===== config.mk =====
export PLATFORM = sky130hd
export DESIGN_NAME = floppy_bank_flat
export DESIGN_NICKNAME = d
export VERILOG_FILES = /design/src/rtl/floppy_bank_if.sv /design/src/rtl/floppy_bank.sv /design/src/flat_wrapper.sv
export SDC_FILE = /design/constraint.sdc
export NUM_CORES = 1
export LEC_CHECK = 0
export BUFFER_PORTS_ARGS = -buffer_cell sky130_fd_sc_hd__clkbuf_2
export CAP_MARGIN = 20
export CORE_UTILIZATION = 29
export CTS_BUF_LIST = sky130_fd_sc_hd__clkbuf_2 sky130_fd_sc_hd__clkbuf_4 sky130_fd_sc_hd__clkbuf_8
export CTS_CLUSTER_DIAMETER = 50
export DETAILED_ROUTE_END_ITERATION = 7
export GPL_TIMING_DRIVEN = 0
export PLACE_DENSITY_LB_ADDON = 0.3
export RECOVER_POWER = 50
export SYNTH_ARGS = -nofsm -noshare
export SYNTH_HDL_FRONTEND = slang
export SYNTH_SLANG_ARGS = --single-unit

===== constraint.sdc =====
create_clock -name clk -period 2.5 [get_ports clk]
set_input_delay 0.375 -clock clk [delete_from_list [all_inputs] [get_ports clk]]
set_output_delay 0.375 -clock clk [all_outputs]
set_load 0.005 [all_outputs]

===== src/rtl/floppy_bank_if.sv =====
// ---------------------------------------------------------------------------
// floppy_bank_if
// Write port of the floppy stepper bank.
//   wr        one-cycle write strobe
//   wr_chan   target channel (values >= CHANNELS are ignored by the bank)
//   wr_enable channel enable value written
//   wr_setp   half-period setpoint written
// Modports: master (register controller side), slave (bank side).
// ---------------------------------------------------------------------------
interface floppy_bank_if #(
  parameter int CHANNELS = 8,
  parameter int SP_WIDTH = 22
);
  localparam int CW = (CHANNELS > 1) ? $clog2(CHANNELS) : 1;

  logic                wr;
  logic [CW-1:0]       wr_chan;
  logic                wr_enable;
  logic [SP_WIDTH-1:0] wr_setp;

  modport master (output wr, wr_chan, wr_enable, wr_setp);
  modport slave  (input  wr, wr_chan, wr_enable, wr_setp);
endinterface


===== src/rtl/floppy_bank.sv =====
// ---------------------------------------------------------------------------
// floppy_bank
// Multi-channel floppy stepper engine. Each channel toggles its step output
// every (active setpoint + 1) cycles while enabled, tracks head position and
// reverses direction automatically at track 0 and track TRACKS-1.
// Setpoint changes on a running channel are held in a shadow register and
// only adopted at a toggle, so no half-period is ever truncated.
//
// Optional feature macro: FLOPPY_BANK_HOME_EN
//   defined   : after reset all drives are stepped toward track 0 for TRACKS
//               full steps (busy=1), then the bank enters normal running.
//   undefined : no homing logic, busy is constantly 0.
//
// Ports:
//   clk    system clock
//   rst_n  asynchronous active-low reset
//   wr_if  write port (floppy_bank_if.slave)
//   step   per-channel step outputs
//   dir    per-channel direction, 1 = toward track TRACKS-1
//   sel    per-channel drive select, active low
//   busy   homing in progress
// ---------------------------------------------------------------------------
module floppy_bank #(
  parameter int CHANNELS = 8,
  parameter int SP_WIDTH = 22,
  parameter int TRACKS   = 80,
  parameter int HOME_DIV = 150000
) (
  input  logic                clk,
  input  logic                rst_n,
  floppy_bank_if.slave        wr_if,
  output logic [CHANNELS-1:0] step,
  output logic [CHANNELS-1:0] dir,
  output logic [CHANNELS-1:0] sel,
  output logic                busy
);
  localparam int CW = (CHANNELS > 1) ? $clog2(CHANNELS) : 1;
  localparam int PW = (TRACKS > 1) ? $clog2(TRACKS) : 1;
  localparam logic [PW-1:0] POS_MAX = PW'(TRACKS - 1);

  // Bank-level homing controls shared by every channel.
  logic busy_w;     // current busy state
  logic busy_nxt;   // busy state after this edge
  logic home_done;  // this edge ends homing
  logic home_step;  // step level all channels take at this edge while homing

`ifdef FLOPPY_BANK_HOME_EN
  localparam int HDW = (HOME_DIV > 1) ? $clog2(HOME_DIV) : 1;
  localparam int TW  = $clog2(2 * TRACKS + 1);
  localparam logic RST_DIR = 1'b0;

  typedef enum logic {ST_HOME, ST_RUN} state_t;

  state_t         state_q, state_d;
  logic [HDW-1:0] home_div_q, home_div_d;
  logic [TW-1:0]  home_tog_q, home_tog_d;
  logic           home_step_q, home_step_d;

  always_ff @(posedge clk or negedge rst_n) begin
    if (!rst_n) begin
      state_q     <= ST_HOME;
      home_div_q  <= '0;
      home_tog_q  <= '0;
      home_step_q <= 1'b0;
    end else begin
      state_q     <= state_d;
      home_div_q  <= home_div_d;
      home_tog_q  <= home_tog_d;
      home_step_q <= home_step_d;
    end
  end

  always_comb begin
    state_d     = state_q;
    home_div_d  = home_div_q;
    home_tog_d  = home_tog_q;
    home_step_d = home_step_q;
    home_done   = 1'b0;
    if (state_q == ST_HOME) begin
      if (home_div_q == HDW'(HOME_DIV - 1)) begin
        home_div_d  = '0;
        home_step_d = ~home_step_q;
        home_tog_d  = home_tog_q + 1'b1;
        // The last of the 2*TRACKS toggles leaves step low and ends homing.
        if (home_tog_q == TW'(2 * TRACKS - 1)) begin
          home_done = 1'b1;
          state_d   = ST_RUN;
        end
      end else begin
        home_div_d = home_div_q + 1'b1;
      end
    end
  end

  assign busy_w    = (state_q == ST_HOME);
  assign busy_nxt  = (state_d == ST_HOME);
  assign home_step = home_step_d;
`else
  localparam logic RST_DIR = 1'b1;
  // HOME_DIV has no effect in this build; busy is permanently low.
  localparam logic HOME_PRESENT = 1'b0 && (HOME_DIV > 0);

  assign busy_w    = HOME_PRESENT;
  assign busy_nxt  = HOME_PRESENT;
  assign home_done = HOME_PRESENT;
  assign home_step = HOME_PRESENT;
`endif

  assign busy = busy_w;

  genvar gi;
  generate
    for (gi = 0; gi < CHANNELS; gi++) begin : g_chan
      logic                en_q, en_d;
      logic [SP_WIDTH-1:0] shadow_q, shadow_d;
      logic [SP_WIDTH-1:0] active_q, active_d;
      logic [SP_WIDTH-1:0] cnt_q, cnt_d;
      logic                step_q, step_d;
      logic                dir_q, dir_d;
      logic [PW-1:0]       pos_q, pos_d;
      logic                sel_q, sel_d;

      logic hit, running, at_top, kill;

      assign hit     = wr_if.wr && (wr_if.wr_chan == CW'(gi));
      assign running = en_q && (active_q != '0) && !busy_w;
      assign at_top  = running && (cnt_q == active_q);
      // A write that disables the channel silences step at the same edge.
      assign kill    = hit && !wr_if.wr_enable;

      always_comb begin
        en_d     = en_q;
        shadow_d = shadow_q;
        active_d = active_q;
        cnt_d    = cnt_q;
        step_d   = step_q;
        dir_d    = dir_q;
        pos_d    = pos_q;

        if (hit) begin
          en_d     = wr_if.wr_enable;
          shadow_d = wr_if.wr_setp;
        end

        // Idle channels adopt a write at once; running channels only at a
        // toggle, where a coincident write bypasses the shadow register.
        if (hit && (!running || at_top)) begin
          active_d = wr_if.wr_setp;
        end else if (at_top) begin
          active_d = shadow_q;
        end

        if (home_done) begin
          cnt_d  = '0;
          step_d = 1'b0;
          dir_d  = 1'b1;
          pos_d  = '0;
        end else if (busy_w) begin
          cnt_d  = '0;
          step_d = home_step;
          dir_d  = 1'b0;
        end else if (kill || !running) begin
          cnt_d  = '0;
          step_d = 1'b0;
        end else if (at_top) begin
          cnt_d  = '0;
          step_d = ~step_q;
          if (!step_q) begin
            // Rising step edge moves the head; reaching a limit reverses.
            if (dir_q) begin
              if (pos_q < POS_MAX) pos_d = pos_q + 1'b1;
              if (pos_d == POS_MAX) dir_d = 1'b0;
            end else begin
              if (pos_q != '0) pos_d = pos_q - 1'b1;
              if (pos_d == '0) dir_d = 1'b1;
            end
          end
        end else begin
          cnt_d = cnt_q + 1'b1;
        end

        sel_d = ~(en_d | busy_nxt);
      end

      always_ff @(posedge clk or negedge rst_n) begin
        if (!rst_n) begin
          en_q     <= 1'b0;
          shadow_q <= '0;
          active_q <= '0;
          cnt_q    <= '0;
          step_q   <= 1'b0;
          dir_q    <= RST_DIR;
          pos_q    <= '0;
          sel_q    <= 1'b1;
        end else begin
          en_q     <= en_d;
          shadow_q <= shadow_d;
          active_q <= active_d;
          cnt_q    <= cnt_d;
          step_q   <= step_d;
          dir_q    <= dir_d;
          pos_q    <= pos_d;
          sel_q    <= sel_d;
        end
      end

      assign step[gi] = step_q;
      assign dir[gi]  = dir_q;
      assign sel[gi]  = sel_q;
    end
  endgenerate
endmodule

===== src/flat_wrapper.sv =====
// flat-port wrapper written by rule: the top's interface ports become plain ports
module floppy_bank_flat 
#(
  parameter int CHANNELS = 8,
  parameter int SP_WIDTH = 22,
  parameter int TRACKS   = 80,
  parameter int HOME_DIV = 150000
)
  (clk, rst_n, step, dir, sel, busy, wr_if_wr, wr_if_wr_chan, wr_if_wr_enable, wr_if_wr_setp);
  floppy_bank_if #(.CHANNELS(CHANNELS), .SP_WIDTH(SP_WIDTH)) wr_if_i ();
  input  logic clk;
  input  logic rst_n;
  output logic [CHANNELS-1:0] step;
  output logic [CHANNELS-1:0] dir;
  output logic [CHANNELS-1:0] sel;
  output logic busy;
  input wire logic [$bits(wr_if_i.wr)-1:0] wr_if_wr;
  input wire logic [$bits(wr_if_i.wr_chan)-1:0] wr_if_wr_chan;
  input wire logic [$bits(wr_if_i.wr_enable)-1:0] wr_if_wr_enable;
  input wire logic [$bits(wr_if_i.wr_setp)-1:0] wr_if_wr_setp;
  assign wr_if_i.wr = wr_if_wr;
  assign wr_if_i.wr_chan = wr_if_wr_chan;
  assign wr_if_i.wr_enable = wr_if_wr_enable;
  assign wr_if_i.wr_setp = wr_if_wr_setp;
  floppy_bank #(.CHANNELS(CHANNELS), .SP_WIDTH(SP_WIDTH), .TRACKS(TRACKS), .HOME_DIV(HOME_DIV)) u_core (.clk(clk), .rst_n(rst_n), .wr_if(wr_if_i), .step(step), .dir(dir), .sel(sel), .busy(busy));
endmodule

==> impl_results.md <==
* Final setup margin at 85.7 ps
* Fin cells at 4999
* Worst IR drop on VDD at 0.543 mV
* Min-delay worst type: input port to flip-flop
* Layout area overhead at 17.5%
* Netlist cell types at 85
* Slew @ Worst Pin at 1510 ps
* Arr. time, crit path at 3060 ps
* Critical path peak fanout at 5
* Syn Nets at 3339
* Layout cell share with drive strength beyond 1 at 17.2%
* Worst R2R Setup Slack at 90 ps
* Die height at 331 um
* Setup TNS Final at 0 ps
* Worst Hold Endpoint: u_core.g_chan[0].shadow_q[18]$_DFFE_PN0N_
* Vias in the first global route at 23603
* Wire per inst at 16.9 um
* H-Tree Level Count at 3
* Fmax at 414 MHz
* Clock sink count at 616
* Crit start category: flip-flop
* GP Congestion at 0.835
* Hold depth at 3
* Failing checks: max-capacitance violations, max-slew violations
* CP cell instances: xor2_2, nor4_2, nand4_1, or4_4, buf_6, o21a_1, a221o_1
* Vias per cell at 4.91
* Port Buffers at 52
* Starting Density at 29.3%
* Clk root buf: clkbuf_8
* Leakage at 0.0159 uW
* Post-Synth Simple-Gate Area at 22.1%
* Crit path required time at 3140 ps
* All-Layer GR Usage at 15.2%
* #FFs+latches synth at 616
* Crit-path max cell delay at 570 ps
* Adder-cell share of the synthesized area at 1.27%
* Via count at 24543
* Slowest CP cell: or4_4
* CORE AREA at 0.107 mm^2
* Worst R2R End: u_core.g_chan[0].pos_q[1]$_DFFE_PN0P_
* RSZ-0062 raised after global routing: yes
* Area occupied by multi-input gates at 0.0150 mm^2
* Seq. cell area at 0.0154 mm^2
* Number of synthesized flops with an enable pin at 0
* Slew Viols, Final at 8
* WP buf/inv at 1
* Hold Startpoint: wr_if_wr_setp[18]
* Run status: finished with violations
* CP Capture Type: flip-flop
* Critical path depth at 7
* Clk buf depth at 3
* YS warnings at 0
* XOR/XNOR Fraction of Synth Area at 10.1%
* CP top delay family: simple AND/OR/NAND/NOR gates
* Initial antenna violation count at 8
* Row count at 120
* Post-DP HPWL at 57.6 mm
* Dpl cells at 4744
* Clock Pin Slew Worst Setup and Hold Paths at 60 ps
* Max Cap Viol at 1
* Max-Slew Margin vs Limit at -1.97%
* CTS tree: yes
* Reg2reg start: u_core.g_chan[0].cnt_q[1]$_DFF_PN0_
* # DRC at 0
* ANT nets after route at 0
* I/O Pins at 54
* 1st-iter DRT viols at 1687
* Worst skew pair latency at 760 ps
* # fillers at 10881
* Post-Synthesis Cells at 3278
* Ys async rst share at 100%
* DRT Wirelength at 84.7 mm
* Post-synthesis mux area share at 3.64%
* Pwr Total at 28900 uW
* Die Wd at 331 um
* Placement Setup Slack at -585 ps
* Reg2Reg Depth at 7
* Synthesized area at 0.0315 mm^2
* Register area share after synthesis at 49.0%
* PwrDens at 781 mW/mm^2
* Pin count of the biggest net entering global routing at 108
* Compound-Gate Fraction of Synth Area at 10.0%
* Die footprint at 0.110 mm^2
* Largest family of logic cells by synthesized area: simple AND/OR/NAND/NOR gates
* Final Cycle Share at 96.6%
* Final number of setup-violating endpoints at 0
* Minimum clock period after layout at 2410 ps
* Setup CP Type: flip-flop to flip-flop
* Final hold viol count at 0
* Global-route wire length before repair at 135 mm
* Congestion Overflow GR at 0
* Clock skew at 53.1 ps
* Min Hold Slack at 101 ps
* Drt first pass iters at 7
* Dominant synthesized flop cell: dfrtp_1
* Mean area per synthesized cell at 9.60 um^2
* TritonCTS buffer count at 111
* Final nets at 3562
[what timing repair did]
item                                    4_1_cts  5_1_grt
endpoints found under the setup margin      111      319
gates resized for setup                      14       90
pin swaps                                     6       15
gates cloned                                  0        1
hold buffers                                 22        0
hold endpoints to repair                    118        0
buffers inserted                             11       15
[registers in the layout, summed over array words and instances, names as in the netlist]
name,flops
u_core.g_chan.dir_q,8
u_core.g_chan.active_q,176
u_core.g_chan.step_q,8
u_core.g_chan.en_q,8
u_core.g_chan.sel_q,8
u_core.g_chan.cnt_q,176
u_core.g_chan.shadow_q,176
u_core.g_chan.pos_q,56
[how the worst max path moves through the flow]
stage,start,endpoint
2_1_floorplan,u_core.g_chan[1].cnt_q[15]$_DFF_PN0_,u_core.g_chan[1].active_q[13]$_DFFE_PN0P_
3_3_place_gp,rst_n,u_core.g_chan[1].pos_q[5]$_DFFE_PN0P_
4_1_cts,u_core.g_chan[0].cnt_q[7]$_DFF_PN0_,u_core.g_chan[0].pos_q[1]$_DFFE_PN0P_
3_5_place_dp,wr_if_wr_enable,u_core.g_chan[5].pos_q[2]$_DFFE_PN0P_
6_report,u_core.g_chan[0].cnt_q[1]$_DFF_PN0_,u_core.g_chan[0].pos_q[1]$_DFFE_PN0P_
5_1_grt,u_core.g_chan[0].cnt_q[1]$_DFF_PN0_,u_core.g_chan[0].active_q[12]$_DFFE_PN0P_
[area by class of cell]
class / count / share of cell area, %
clock buffer: 164 / 5.61
clock inverter: 42 / 1.35
multi-input combinational: 2382 / 40.6
tap: 1403 / 4.75
antenna: 2 / 0.0135
timing repair buffer: 112 / 2.49
buffer: 207 / 2.66
sequential: 616 / 41.8
inverter: 71 / 0.721
[cell families after synthesis]
kind of cell | after synthesis
fa+ha+maj | 32
buf+inv | 280
flops | 616
mux | 102
simple gates | 1482
xor+xnor | 363
compound gates | 402
other cells | 1
[per-layer routing]
metal	global-route usage, %	up-vias	part of all wire [%]
met5	0	-	0.057
met4	4.44	8	2.2
met3	2.47	153	4.7
met2	22.2	583	43
met1	22.7	12031	50
li1	-	11768	-
[placed cells by master (no fill, tap or decap), types with 18 or more instances in the layout]
master,instances
a21oi_1,55
a22o_1,18
and2_1,18
and3_1,34
buf_4,53
clkbuf_1,151
clkbuf_2,57
clkbuf_4,36
clkbuf_8,136
clkinv_2,19
dfrtp_1,594
dlygate4sd3_1,22
ha_1,32
inv_1,71
mux2_2,99
nand2_1,616
nand2b_1,31
nand3_1,102
nand3b_1,49
nand4_1,69
nor2_1,333
nor3_1,50
nor4_1,70
o21ai_0,62
o221a_2,97
xnor2_1,146
xor2_1,216
[synthesized netlist by cell type (all sizes together), types with 7 or more instances]
cell type,number,area (um^2)
nor2b,12,75.1
a21o,9,67.6
ha,32,400
nand3b,49,368
or4,8,60.1
nand4b,7,67.6
dfrtp,600,15000
o31ai,14,105
o211ai,7,52.6
and4,18,159
nand2,616,2310
and3,34,213
nor3,53,265
nor3b,9,67.6
a21oi,57,289
o22ai,14,87.6
nand2b,31,194
mux2,100,1130
o221a,97,1090
dfstp,16,420
inv,71,267
and2,18,113
nor2,334,1250
nor4,83,581
or2,15,93.8
nand4,69,432
xnor2,146,1280
a21boi,9,71.3
o21a,8,60.1
buf,55,342
a22o,18,158
o2bb2ai,7,61.3
xor2,217,1900
a31oi,15,93.8
clkbuf,154,578
nand3,104,521
or3,7,43.8
o21ai,73,369
[metrics by stage]
step,util [%],area [um^2]
final,34.4,37000
after global placement,31.2,33500
after detailed placement,31.4,33700
after global routing,34.4,37000
after CTS,34.2,36700
after floorplan,-,31500
[worst register-to-register path: stages, from the launching register on]
cell and delay [ps]:
dfrtp_2 440, xor2_2 190, nor4_2 320, nand4_1 250, or4_4 570, buf_6 140, o21a_1 160, a221o_1 260
[power breakdown]
part           total [uW]  switching (uW)  leakage, uW  internal [uW]
Combinational        4940            2570      0.00682           2360
Sequential          13000            1450      0.00776          11600
Clock               10900            4590      0.00135           6310
Total               28900            8620       0.0159          20200
Power figures use the tool's default switching activity.
